### config.mk
export PLATFORM = sky130hd
export DESIGN_NAME = wb_regfile
export DESIGN_NICKNAME = d
export VERILOG_FILES = /design/src/rtl/wb_regfile.sv
export SDC_FILE = /design/constraint.sdc
export NUM_CORES = 2
export LEC_CHECK = 0
export CAP_MARGIN = 5
export CORE_AREA = 4 4 328 330
export CTS_CLUSTER_DIAMETER = 60
export DETAILED_ROUTE_END_ITERATION = 12
export DIE_AREA = 0 0 332 334
export PLACE_DENSITY = 0.74
export REMOVE_ABC_BUFFERS = 1
export SLEW_MARGIN = 20
export SYNTH_ARGS = -nofsm -noshare
export SYNTH_HDL_FRONTEND = slang
export SYNTH_SLANG_ARGS = --single-unit
### constraint.sdc
create_clock -name clk -period 3.22 [get_ports clk]
set_clock_uncertainty 0.15 [all_clocks]
set_input_delay 0.483 -clock clk [delete_from_list [all_inputs] [get_ports clk]]
set_output_delay 0.483 -clock clk [all_outputs]
set_load 0.01 [all_outputs]
### src/rtl/wb_regfile.sv
// RV32I writeback stage: result select, 32x32 integer register file with two async read ports, commit counter.
// Optional write-first bypass on the read ports when WB_REGFILE_BYPASS_EN is defined.
module wb_regfile #(
  parameter int unsigned XLEN  = 32,
  parameter int unsigned NREGS = 32
) (
  input  logic            clk,
  input  logic            rst_n,
  input  logic            RegWriteW,
  input  logic [1:0]      ResultSrcW,
  input  logic [XLEN-1:0] ALUResultW,
  input  logic [XLEN-1:0] ReadDataW,
  input  logic [XLEN-1:0] PCPlus4W,
  input  logic [4:0]      RdW,
  input  logic [4:0]      Rs1D,
  input  logic [4:0]      Rs2D,
  output logic [XLEN-1:0] RD1D,
  output logic [XLEN-1:0] RD2D,
  output logic [XLEN-1:0] ResultW,
  output logic [31:0]     WbCount
);

  logic [XLEN-1:0] regs [NREGS];
  logic [31:0]     wbCount;
  logic            wrHit;

  always_comb begin
    ResultW = '0;
    case (ResultSrcW)
      2'b00:   ResultW = ALUResultW;
      2'b01:   ResultW = ReadDataW;
      2'b10:   ResultW = PCPlus4W;
      default: ResultW = '0;
    endcase
  end

  assign wrHit = rst_n && RegWriteW && (RdW != 5'd0);

  // x0 is never written; its slot only sees the reset clear.
  always_ff @(posedge clk) begin
    if (!rst_n) begin
      for (int unsigned i = 0; i < NREGS; i++) regs[i[4:0]] <= '0;
      wbCount <= '0;
    end else if (RegWriteW) begin
      wbCount <= wbCount + 32'd1;
      if (RdW != 5'd0) regs[RdW] <= ResultW;
    end
  end

  always_comb begin
    RD1D = (Rs1D == 5'd0) ? '0 : regs[Rs1D];
    RD2D = (Rs2D == 5'd0) ? '0 : regs[Rs2D];
`ifdef WB_REGFILE_BYPASS_EN
    if (wrHit && (RdW == Rs1D)) RD1D = ResultW;
    if (wrHit && (RdW == Rs2D)) RD2D = ResultW;
`endif
  end

  assign WbCount = wbCount;

endmodule
==> flow_metrics.env <==
export IMPL_fmax_mhz=303.4
export IMPL_crit_path_end_kind="primary output"
export IMPL_die_w_um=332
export IMPL_ys_seq_elements=1056
export IMPL_p_total_mw=34.94
export IMPL_placed_cells=5757
export IMPL_final_cells=5985
export IMPL_clkLatencyLatePin_ns=0.69
export IMPL_row_count=119
export IMPL_cts_root_buf="clkbuf_16"
export IMPL_dpl_hpwl_um=128500
export IMPL_syn_mean_instance_area_sq_um=13.65
export IMPL_async_flop_share=0
export IMPL_synth_area_sq_um=54140
export IMPL_worst_slack_ns=-0.07604
export IMPL_drv_slew=0
export IMPL_worstMarginPinSlew_ns=0.7154
export IMPL_fin_crit_sh=1.024
export IMPL_violations="negative setup slack"
export IMPL_ys_seq_area_frac=0.5798
export IMPL_synth_flop_cell="edfxtp_1"
export IMPL_max_clock_path_buffers=3
export IMPL_path_max_fanout=12
export IMPL_wl_per_cell_um=31.90
export IMPL_drive_gt1_frac=0.3435
export IMPL_h_tree_depth=3
export IMPL_synth_edf_count=1024
export IMPL_nets=4611
export IMPL_final_cell_mix="1037 x nor2_1, 1024 x edfxtp_1, 448 x mux4_2, 442 x buf_4, 164 x clkdlybuf4s50_1"
export IMPL_post_route_util=0.6460
export IMPL_cts_tree="done"
export IMPL_period_needed_ns=3.296
export IMPL_vdd_drop_max_mv=0.4972
export IMPL_place_gp_congestion=0.9367
export IMPL_first_global_vias=40190
export IMPL_wirelength_um=190900
export IMPL_track_usage=0.3384
export IMPL_buffer_ports_inserted=243
export IMPL_finalSetupViolations=6
export IMPL_first_iter_violations=6764
export IMPL_die_h_um=334
export IMPL_syn_instance_count=3966
export IMPL_fillers=7228
export IMPL_rsz0062_at_grt="yes"
export IMPL_core_area_sq_um=104800
export IMPL_hold_violations=0
export IMPL_fin_setup_tns_ns=-0.1041
export IMPL_cp_start_kind="primary input"
export IMPL_cp_required_ns=2.59
export IMPL_first_pass_iters=8
export IMPL_cts_buffers=111
export IMPL_cp_arrival_ns=2.66
export IMPL_grt_overflow_total=0
export IMPL_clkTransAtPathRegs_ns=0.06
export IMPL_hp_class="register to register"
export IMPL_ant_nets=0
export IMPL_power_density_nw_per_um2=516.0
export IMPL_max_slew_margin_rel=0.5216
export IMPL_status="finished, violations left"
export IMPL_die_area_sq_um=110900
export IMPL_layout_commonest_cell="nor2_1"
export IMPL_io_pins=244
export IMPL_via_per_inst=6.843
export IMPL_yosysWarnings=0
export IMPL_drc=0
export IMPL_grt_pass1_wl_um=274800
export IMPL_num_vias=40960
export IMPL_cts_sinks=1056
export IMPL_crit_type="primary input to primary output"
export IMPL_cap_violations=0
export IMPL_syn2layout_area_growth_pct=25.08
export IMPL_leakage_nw=23.73
export IMPL_grt_max_degree=36
export IMPL_initial_core_util=0.5165
export IMPL_ys_types=44
export IMPL_antenna_found_initial=11
## registers in the layout (all words and copies together), names as in the netlist
signal / cells
WbCount: 32
regs: 1024
## cell usage after synthesis, types with 7 or more instances
| cell | count | area share |
|---|---|---|
| a211oi_1 | 64 | 0.0089 |
| nand2_1 | 173 | 0.012 |
| inv_2 | 30 | 0.0021 |
| inv_1 | 12 | 0.00083 |
| a21oi_1 | 51 | 0.0047 |
| mux2_2 | 64 | 0.013 |
| a22oi_1 | 64 | 0.0089 |
| nor2_1 | 1043 | 0.072 |
| nand4_1 | 7 | 0.00081 |
| or3_1 | 7 | 0.00081 |
| mux2i_1 | 163 | 0.030 |
| mux4_2 | 448 | 0.19 |
| buf_2 | 91 | 0.0084 |
| a311oi_1 | 64 | 0.010 |
| buf_1 | 21 | 0.0015 |
| dfxtp_1 | 32 | 0.012 |
| a221oi_1 | 16 | 0.0026 |
| or4_1 | 15 | 0.0021 |
| nand3_1 | 8 | 0.00074 |
| o31ai_1 | 12 | 0.0017 |
| clkbuf_1 | 307 | 0.021 |
| o21ai_0 | 87 | 0.0080 |
| o2111ai_1 | 48 | 0.0078 |
| nor2b_1 | 69 | 0.0080 |
| edfxtp_1 | 1024 | 0.57 |
## critical path: stages
cell	delay (ns)
buf_6	0.12
buf_12	0.14
buf_4	0.14
clkinv_2	0.11
buf_12	0.16
buf_4	0.30
mux2_2	0.30
o21ai_2	0.10
a311oi_2	0.46
clkdlybuf4s15_1	0.32
## area by class of cell
type                    count  area, sq um  area share
diodes                      3        7.507   0.0001109
clock buffers             121         2836     0.04189
clock inverters            89        849.6     0.01255
inverters                  42        160.2    0.002365
multi-input cells        2477        22680      0.3349
flip-flops and latches   1056        31390      0.4636
well taps                1391         1740     0.02570
repair buffers            806         8051      0.1189
## routing by layer
layer / up-vias / track usage / wire length (um)
li1: 16150 / - / -
met1: 20200 / 0.4499 / 63320
met2: 3913 / 0.5156 / 85840
met3: 666 / 0.1201 / 32360
met4: 20 / 0.1329 / 9071
met5: - / 0 / 314
## cells by family (layout without fill, tap and decap cells)
| logic type | Yosys count | count (layout) | share of synthesized area |
|---|---|---|---|
| flip-flops | 1056 | 1056 | 0.5798 |
| buffers and inverters | 464 | 1058 | 0.03462 |
| AO/OA/AOI/OAI | 408 | 408 | 0.05318 |
| multiplexers | 675 | 675 | 0.2298 |
| other | 1 | 35 | 0.00006927 |
| AND/OR/NAND/NOR | 1352 | 1352 | 0.1008 |
| XOR/XNOR | 9 | 9 | 0.001456 |
| adder cells (fa/ha/maj) | 1 | 1 | 0.0002311 |
## power breakdown
group          switching [mW]  total, mW  internal, mW
logic                    3.14       5.65          2.51
clock network            5.60       13.1          7.50
registers               0.407       16.2          15.8
total                    9.14       34.9          25.8
## path summary, 6_finish.rpt
check | from | end | slack, ns | cells after the start
setup / recovery | Rs1D[0] | RD1D[13] | -0.08 | 10
hold / removal | WbCount[31] | WbCount[31] | 0.33 | 2
setup reg to reg | WbCount[15] | WbCount[25] | 0.87 | 4
hold reg to reg | WbCount[31] | WbCount[31] | 0.33 | 2
## stage by stage
step / area, sq um / hold WS (ns) / setup WS (ns)
finish: 67710 / 0.3260 / -0.07604
global route: 67710 / 0.3537 / -0.08136
CTS: 67530 / 0.3319 / -0.04822
detailed placement: 62640 / 0.3208 / -0.8615
global placement: 62630 / 0.3025 / -0.8508
floorplan: 52540 / 0.3363 / -0.1093
## what timing repair did
action | 4_1_cts | 5_1_grt
pin swaps | 41 | 31
hold buffers | 1 | 0
gates cloned | 3 | 0
endpoints found under the hold margin | 3 | 0
buffers inserted | 25 | 3
endpoints found under the setup margin | 64 | 53
gates resized for setup | 442 | 91
Power figures use the tool's default switching activity.
